===== src/rtl/button_pulse_debouncer_if.sv =====
// rtl/button_pulse_debouncer_if.sv - pushbutton in, press strobe and debounced level out
interface button_pulse_debouncer_if;
  logic btn_in;     // raw, asynchronous, bouncing pushbutton (active-high)
  logic pulse;      // one-cycle strobe per accepted press
  logic btn_level;  // debounced button level

  // Bench / button side drives the raw input and observes the results.
  modport master (
    output btn_in,
    input  pulse,
    input  btn_level
  );

  // Debouncer side.
  modport slave (
    input  btn_in,
    output pulse,
    output btn_level
  );
endinterface


===== src/rtl/button_pulse_debouncer.sv =====
// rtl/button_pulse_debouncer.sv - two-flop synchroniser plus press/release debounce FSM
module button_pulse_debouncer #(
  parameter int DEBOUNCE_CYCLES = 4,
  parameter int CNT_W           = $clog2(DEBOUNCE_CYCLES)
) (
  input  logic                     clk,
  input  logic                     rst,  // synchronous, active-low
  button_pulse_debouncer_if.slave  bus
);

  typedef enum logic [1:0] {
    IDLE         = 2'd0,
    PRESS_WAIT   = 2'd1,
    HELD         = 2'd2,
    RELEASE_WAIT = 2'd3
  } state_t;

  // Terminal count of a wait: the input has then been stable for
  // DEBOUNCE_CYCLES+1 consecutive samples including the one that started it.
  localparam logic [CNT_W-1:0] CNT_MAX = CNT_W'(DEBOUNCE_CYCLES - 1);

  logic             sync1_q;
  logic             sync2_q;
  state_t           state_q;
  logic [CNT_W-1:0] cnt_q;
  logic             pulse_q;
  logic             level_q;

  // Two-flop synchroniser; only sync2_q is allowed to reach the FSM.
  always_ff @(posedge clk) begin
    if (!rst) begin
      sync1_q <= 1'b0;
      sync2_q <= 1'b0;
    end else begin
      sync1_q <= bus.btn_in;
      sync2_q <= sync1_q;
    end
  end

  // Debounce FSM with registered pulse/level outputs; reset wins over every transition.
  always_ff @(posedge clk) begin
    if (!rst) begin
      state_q <= IDLE;
      cnt_q   <= '0;
      pulse_q <= 1'b0;
      level_q <= 1'b0;
    end else begin
      // The strobe is only ever raised for the single cycle after acceptance.
      pulse_q <= 1'b0;
      case (state_q)
        IDLE: begin
          if (sync2_q) begin
            state_q <= PRESS_WAIT;
            cnt_q   <= '0;
          end
        end
        PRESS_WAIT: begin
          if (!sync2_q) begin
            state_q <= IDLE;
          end else if (cnt_q == CNT_MAX) begin
            state_q <= HELD;
            pulse_q <= 1'b1;
            level_q <= 1'b1;
          end else begin
            cnt_q <= cnt_q + CNT_W'(1);
          end
        end
        HELD: begin
          if (!sync2_q) begin
            state_q <= RELEASE_WAIT;
            cnt_q   <= '0;
          end
        end
        RELEASE_WAIT: begin
          if (sync2_q) begin
            state_q <= HELD;
          end else if (cnt_q == CNT_MAX) begin
            state_q <= IDLE;
            level_q <= 1'b0;
          end else begin
            cnt_q <= cnt_q + CNT_W'(1);
          end
        end
        default: begin
          state_q <= IDLE;
          cnt_q   <= '0;
        end
      endcase
    end
  end

  assign bus.pulse     = pulse_q;
  assign bus.btn_level = level_q;

endmodule


===== src/flat_wrapper.sv =====
// flat-port wrapper written by rule: the top's interface ports become plain ports
module button_pulse_debouncer_flat 
#(
  parameter int DEBOUNCE_CYCLES = 4,
  parameter int CNT_W           = $clog2(DEBOUNCE_CYCLES)
)
  (clk, rst, bus_btn_in, bus_pulse, bus_btn_level);
  button_pulse_debouncer_if bus_i ();
  input  logic clk;
  input  logic rst;
  input wire logic [$bits(bus_i.btn_in)-1:0] bus_btn_in;
  output wire logic [$bits(bus_i.pulse)-1:0] bus_pulse;
  output wire logic [$bits(bus_i.btn_level)-1:0] bus_btn_level;
  assign bus_i.btn_in = bus_btn_in;
  assign bus_pulse = bus_i.pulse;
  assign bus_btn_level = bus_i.btn_level;
  button_pulse_debouncer #(.DEBOUNCE_CYCLES(DEBOUNCE_CYCLES), .CNT_W(CNT_W)) u_core (.clk(clk), .rst(rst), .bus(bus_i));
endmodule

===== config.mk =====
export PLATFORM = sky130hd
export DESIGN_NAME = button_pulse_debouncer_flat
export DESIGN_NICKNAME = d
export VERILOG_FILES = /design/src/rtl/button_pulse_debouncer_if.sv /design/src/rtl/button_pulse_debouncer.sv /design/src/flat_wrapper.sv
export SDC_FILE = /design/constraint.sdc
export NUM_CORES = 1
export LEC_CHECK = 0
export ABC_CLOCK_PERIOD_IN_PS = 3200
export CAP_MARGIN = 20
export CORE_AREA = 3 3 40 42
export CTS_BUF_LIST = sky130_fd_sc_hd__clkbuf_4
export DETAILED_ROUTE_END_ITERATION = 10
export DIE_AREA = 0 0 43 45
export HOLD_SLACK_MARGIN = 0.03
export RECOVER_POWER = 50
export SKIP_CTS_REPAIR_TIMING = 1
export SLEW_MARGIN = 20
export SYNTH_ARGS = -nofsm -noshare
export SYNTH_HDL_FRONTEND = slang
export SYNTH_SLANG_ARGS = --single-unit
export TNS_END_PERCENT = 10

===== constraint.sdc =====
create_clock -name clk -period 3.2 [get_ports clk]
set_input_delay 0.8 -clock clk [delete_from_list [all_inputs] [get_ports clk]]
set_output_delay 0.8 -clock clk [all_outputs]
set_load 0.02 [all_outputs]

=== Yosys cells after proc, flatten, opt, wreduce, memory -nomap -nowiden ===
Cells that the tools add are included.

* Divide/modulo/power cells: 0
* Multiplexer cells: 19
* Bitwise operators: 0
* Add/subtract/negate cells: 1
* Multipliers: 0
* Reduce and logical (&&, ||, !) cells: 6
* Magnitude comparators: 0
* Equal/unequal tests: 12
* Shifts and indexed selects: 0

{| class="wikitable"
|+ Operator list
! operator !! number
|-
| $mux 2 || 11
|-
| $pmux 2 s4 || 2
|-
| $ne 2x1->1 const B || 4
|-
| $reduce_and 4->1 || 2
|-
| $eq 2x2->1 const B || 3
|-
| $mux 1 || 5
|-
| $reduce_and 5->1 || 1
|-
| $ne 2x2->1 const B || 2
|-
| $ne 3x1->1 const B || 1
|-
| $ne 3x3->1 const B || 1
|-
| $reduce_and 3->1 || 1
|-
| $add 2x1->2 const B || 1
|-
| $eq 2x1->1 const B || 1
|-
| $logic_not 2->1 || 1
|-
| $pmux 1 s2 || 1
|-
| $reduce_bool 2->1 || 1
|}

* Bits in latches: 0
* Memory bits (writable): 0
* Output and inout port bits: 2
* Register bits after elaboration: 8
* Memories kept: 0
* ROM bits: 0

=== Logic depth before layout (Yosys ltp) ===
Gate-level depths: netlist (run 1).

* Depth in word-level cells: 4
* Mapped depth: 4

=== Least setup slack after synthesis (run 1) ===
Ideal clock, no wire load.

* Kind: register to output
* Start point: register u_core.level_q, in the netlist u_core.bus.btn_level
* End point: output port bus_btn_level
* Setup slack: 1.973 ns
* Stages on the path, launching flop included: 1
* Data arrival time: 0.427 ns
* Buffers on the path: 0
* Required time: 2.400 ns
* Cell sequence: dfxtp_1

{| class="wikitable"
|+ RTL lines
! item !! line !! source
|-
| from (decl) || button_pulse_debouncer.sv:27 || <nowiki>logic level_q;</nowiki>
|-
| from (signal assigned) || button_pulse_debouncer.sv:46 || <nowiki>level_q <= 1'b0;</nowiki>
|-
| from (signal assigned) || button_pulse_debouncer.sv:63 || <nowiki>level_q <= 1'b1;</nowiki>
|-
| from (signal assigned) || button_pulse_debouncer.sv:79 || <nowiki>level_q <= 1'b0;</nowiki>
|-
| to (decl) || flat_wrapper.sv:13 || <nowiki>output wire logic [$bits(bus_i.btn_level)-1:0] bus_btn_level;</nowiki>
|}

No word-level cell between the ends.

=== Final worst setup path (run 1) ===
* Start point: register u_core.level_q, in the netlist u_core.bus.btn_level
* End point: output port bus_btn_level

No word-level cell between the ends.

==> results of run 1 <==
## worst register-to-register path: stages, from the launching register on
cell     delay [ns]
dfxtp_1        0.32
ha_1           0.23
and2_1         0.21
a21oi_1        0.14
o21ai_0        0.09
## layer usage
metal / vias up / wire length (um)
li1: 125 / -
met1: 106 / 239
met2: 6 / 239
met3: 2 / 24
met4: 0 / 9
met5: - / 0
## power by group through the flow
stage	combinational, uW	clock [uW]	sequential (uW)
3_5_place_dp	16.1	0	108
4_1_cts	16.2	78.6	106
2_1_floorplan	5.00	0	111
3_3_place_gp	15.9	0	108
6_report	15.6	75.1	106
5_1_grt	17.7	84.8	106
## cell type report
cell class,instances,area (um^2),share of cell area (%)
well taps,15,18.8,4.84
multi-input cells,23,146,37.7
flip-flops and latches,8,160,41.3
clock buffers,3,22.5,5.81
repair buffers,4,40.0,10.3
## Yosys cell counts (all sizes together)
master,count,area [um^2]
dfxtp,8,160
nand2,4,15.0
and2,3,18.8
a21boi,2,15.0
nor2,2,7.51
o21ai,2,10.0
a21oi,1,5.00
and3,1,6.26
ha,1,12.5
nand2b,1,6.26
nand3b,1,7.51
nand4b,1,8.76
o211ai,1,7.51
o32ai,1,8.76
xnor2,1,8.76
xor2,1,8.76
## final timing paths
kind	from	end	slack, ns	cells after the start
setup / recovery	u_core.bus.btn_level$_SDFFE_PN0P_	bus_btn_level	1.20	1
hold / removal	u_core.sync1_q$_SDFF_PN0_	u_core.sync2_q$_SDFF_PN0_	0.43	1
hold reg to reg	u_core.sync1_q$_SDFF_PN0_	u_core.sync2_q$_SDFF_PN0_	0.43	1
setup reg to reg	u_core.cnt_q[0]$_SDFFE_PN0P_	u_core.bus.btn_level$_SDFFE_PN0P_	2.09	4
## kinds of logic after synthesis
kind of cell / after synthesis / share of synthesized area (%)
AO/OA/AOI/OAI: 7 / 15.1
XOR/XNOR: 2 / 5.72
adder cells (fa/ha/maj): 1 / 4.08
flip-flops: 8 / 52.2
AND/OR/NAND/NOR: 13 / 22.9
## metrics by stage
step | area [um^2] | hold WS (ns) | std cells | utilization [%]
6_report | 388 | 0.432 | 53 | 30.2
5_1_grt | 388 | 0.451 | 53 | 30.2
4_1_cts | 388 | 0.440 | 53 | 30.2
3_5_place_dp | 365 | 0.427 | 50 | 28.4
3_3_place_gp | 365 | 0.414 | 50 | 28.4
2_1_floorplan | 307 | 0.412 | 31 | -
==> qor.txt, run 1 <==
Core ar. -> 1280 um^2
Placement Setup Slack -> 1.35 ns
Die Wd -> 43 um
Worst Hold Class -> flop to flop
Most Used Layer, Global Route -> met2
layout cells sized above 1 -> 7.89%
Comb power frac -> 7.9%
Switching Share -> 21.4%
grt met3 use -> 2.79%
clk sinks -> 8
CTS H-tree lvls -> 1
final setup TNS -> 0 ns
Die Y -> 45 um
crit-path max FO -> 3
1st-iter DRT viols -> 4
Hold Vio Cnt, Final -> 0
Final Max Tran Viols -> 0
Pre-antenna DRT Iters -> 5
Synth Instances -> 31
synth warn -> 0
Startpoint Class -> flop
die area -> 1940 um^2
most common cell after layout, fill and taps aside -> dfxtp_1
I/O Buffers -> 4
Global Route Usage Sum -> 6.77%
CTS root buf -> clkbuf_4
area growth from synthesis to layout -> 26.5%
CTS Buf Count -> 3
vias per inst -> 4.51
Clk pwr share -> 38.1%
# fillers -> 134
Critical Path, Cell by Cell -> clkdlybuf4s50_1
Final #Nets -> 44
unrepaired setup endpoints after global routing -> false
Mapped Area -> 307 um^2
CTS tree -> yes
total power -> 197 uW
Core Rows -> 13
Clock Tree Buf Depth -> 2
initial antenna violation count -> 0
min Tclk post-route -> 2.00 ns
Worst-Margin Slew -> 0.263 ns
setup violators final -> 0
CP bufs+invs -> 1
I/O Pins -> 5
first-pass GRT wire length -> 917 um
Leak -> 0.000147 uW
met1 global-route usage -> 6.08%
critical path's top delay family -> buffers and inverters
Synth cell types -> 16
diode count -> 0
maximum clock rate -> 500 MHz
synthesized net count -> 35
Worst-path clk slew -> 0.05 ns
final antenna-violating net count -> 0
P_int -> 155 uW
commonest cells after routing, fill and taps aside -> dfxtp_1, nand2_1, clkbuf_4, clkdlybuf4s50_1
Starting Density -> 23.9%
sequential fraction of the synthesis area -> 52.2%
run status -> finished clean
Slew headroom -> 82.4%
NetSw -> 42.0 uW
critical path required time -> 2.40 ns
Layout Skew -> 0.000623 ns
Final Cycle Share -> 62.5%
sequential share of power -> 54.0%
vias in the first global route -> 246
worst skew pair latency -> 0.25 ns
largest net degree at the start of global routing -> 10
max_cap viols -> 0
total gr overflow -> 0
#FFs+latches synth -> 8
crit path max-delay cell type -> clkdlybuf4s50_1
RePlAce Congestion -> 0.734
CP Capture Type -> primary output
setup ws final -> 1.20 ns
Routed Wire Length -> 512 um
Peak supply drop -> 0.000190 V
DRC -> 0
vias post-DR -> 239
critical path arrival -> 1.20 ns
crit-path max cell delay -> 0.61 ns
Synth Area per Inst -> 9.89 um^2
WL per Instance -> 9.66 um
pwr dens -> 507 nW/um^2
met2 Use GR -> 11.1%
critical path type -> flop to primary output
Note: power is estimated with default switching activity, not from simulation.
==> run 2, diff against run 1 <==
--- a/config.mk
+++ b/config.mk
@@ -5,7 +5,7 @@
 export SDC_FILE = /design/constraint.sdc
 export NUM_CORES = 1
 export LEC_CHECK = 0
-export ABC_CLOCK_PERIOD_IN_PS = 3200
+export ABC_CLOCK_PERIOD_IN_PS = 2040
 export CAP_MARGIN = 20
 export CORE_AREA = 3 3 40 42
 export CTS_BUF_LIST = sky130_fd_sc_hd__clkbuf_4
==> constraint.sdc (replaced) <==
create_clock -name clk -period 2.04 [get_ports clk]
set_input_delay 0.51 -clock clk [delete_from_list [all_inputs] [get_ports clk]]
set_output_delay 0.51 -clock clk [all_outputs]
set_load 0.02 [all_outputs]
==> qor.txt, run 2 (synthesis results as in run 1) <==
run status -> finished clean
most common cell after layout, fill and taps aside -> dfxtp_1
unrepaired setup endpoints after global routing -> false
CTS H-tree lvls -> 1
Pre-antenna DRT Iters -> 2
largest net degree at the start of global routing -> 10
RePlAce Congestion -> 0.737
CTS tree -> yes
Switching Share -> 20.6%
critical path arrival -> 1.19 ns
Peak supply drop -> 0.000316 V
Final #Nets -> 44
crit-path max cell delay -> 0.61 ns
Clock Tree Buf Depth -> 2
diode count -> 0
critical path required time -> 1.53 ns
CP bufs+invs -> 1
Hold Vio Cnt, Final -> 0
Startpoint Class -> flop
Worst-Margin Slew -> 0.272 ns
initial antenna violation count -> 0
critical path type -> flop to primary output
DRC -> 0
Layout Skew -> 0.00798 ns
Final Max Tran Viols -> 0
I/O Buffers -> 4
NetSw -> 62.9 uW
layout cells sized above 1 -> 7.89%
Layout Cell Area excl Fill -> 388 um^2
WL per Instance -> 8.51 um
sequential share of power -> 54.5%
vias per inst -> 4.36
Global Route Usage Sum -> 6.59%
Post-DP HPWL -> 353 um
P_int -> 243 uW
Critical Path, Cell by Cell -> clkdlybuf4s50_1
CTS Buf Count -> 3
min Tclk post-route -> 1.70 ns
clk sinks -> 8
critical path's top delay family -> buffers and inverters
commonest cells after routing, fill and taps aside -> dfxtp_1, nand2_1, clkbuf_4, clkdlybuf4s50_1
vias in the first global route -> 228
Worst Hold Class -> flop to flop
vias post-DR -> 231
crit-path max FO -> 3
Die Y -> 45 um
max_cap viols -> 0
total gr overflow -> 0
Comb power frac -> 8.0%
Starting Density -> 23.9%
setup violators final -> 0
pwr dens -> 788 nW/um^2
maximum clock rate -> 587 MHz
I/O Pins -> 5
die area -> 1940 um^2
Clk pwr share -> 37.5%
worst skew pair latency -> 0.24 ns
CTS root buf -> clkbuf_4
Post-DP Area -> 365 um^2
Worst-path clk slew -> 0.06 ns
Routed Wire Length -> 451 um
1st-iter DRT viols -> 6
Final Cycle Share -> 83.5%
Core Rows -> 13
Core ar. -> 1280 um^2
register area -> 160 um^2
crit path max-delay cell type -> clkdlybuf4s50_1
first-pass GRT wire length -> 938 um
area growth from synthesis to layout -> 26.5%
Worst R2R Setup Slack -> 0.96 ns
# fillers -> 132
Leak -> 0.000147 uW
Slew headroom -> 81.8%
CP Capture Type -> primary output
area occupied by multi-input gates -> 146 um^2
final antenna-violating net count -> 0
Die Wd -> 43 um
final setup TNS -> 0 ns
run 2: final timing paths:
kind	from	to	cells past startpoint
worst min register to register	u_core.sync1_q$_SDFF_PN0_	u_core.sync2_q$_SDFF_PN0_	1
worst max register to register	u_core.cnt_q[0]$_SDFFE_PN0P_	u_core.bus.btn_level$_SDFFE_PN0P_	4
worst min-delay path	u_core.sync1_q$_SDFF_PN0_	u_core.sync2_q$_SDFF_PN0_	1
worst max-delay path	u_core.bus.btn_level$_SDFFE_PN0P_	bus_btn_level	1
run 2: layout make-up:
type	instances	area share (%)
clock buffer	3	5.81
multi-input combinational	23	37.7
timing repair buffer	4	10.3
sequential	8	41.3
tap	15	4.84
run 2: through the flow:
| stage | std cells | power (uW) | setup WS (ns) | hold slack, ns | util (%) |
|---|---|---|---|---|---|
| final | 53 | 306 | 0.336 | 0.432 | 30.2 |
| after global placement | 50 | 195 | 0.497 | 0.414 | 28.4 |
| after CTS | 53 | 311 | 0.327 | 0.434 | 30.2 |
| after detailed placement | 50 | 195 | 0.473 | 0.422 | 28.4 |
| after global routing | 53 | 324 | 0.289 | 0.458 | 30.2 |
| after floorplan | 31 | 181 | 1.02 | 0.412 | - |
run 2: per-layer routing:
metal / vias up / part of all wire (%) / track usage [%]
met1: 101 / 53 / 8.01
met3: 0 / 4.2 / 2.79
met5: - / 0 / 0
met4: 0 / 0 / 5.42
li1: 126 / - / -
met2: 4 / 42 / 8.98
run 2: power groups by stage:
| stage | registers, uW | clock network (uW) | logic [uW] |
|---|---|---|---|
| after detailed placement | 170 | 0 | 25.0 |
| after global placement | 170 | 0 | 25.0 |
| after CTS | 166 | 119 | 25.1 |
| after global routing | 167 | 129 | 27.5 |
| final | 166 | 115 | 24.3 |
| after floorplan | 173 | 0 | 7.84 |
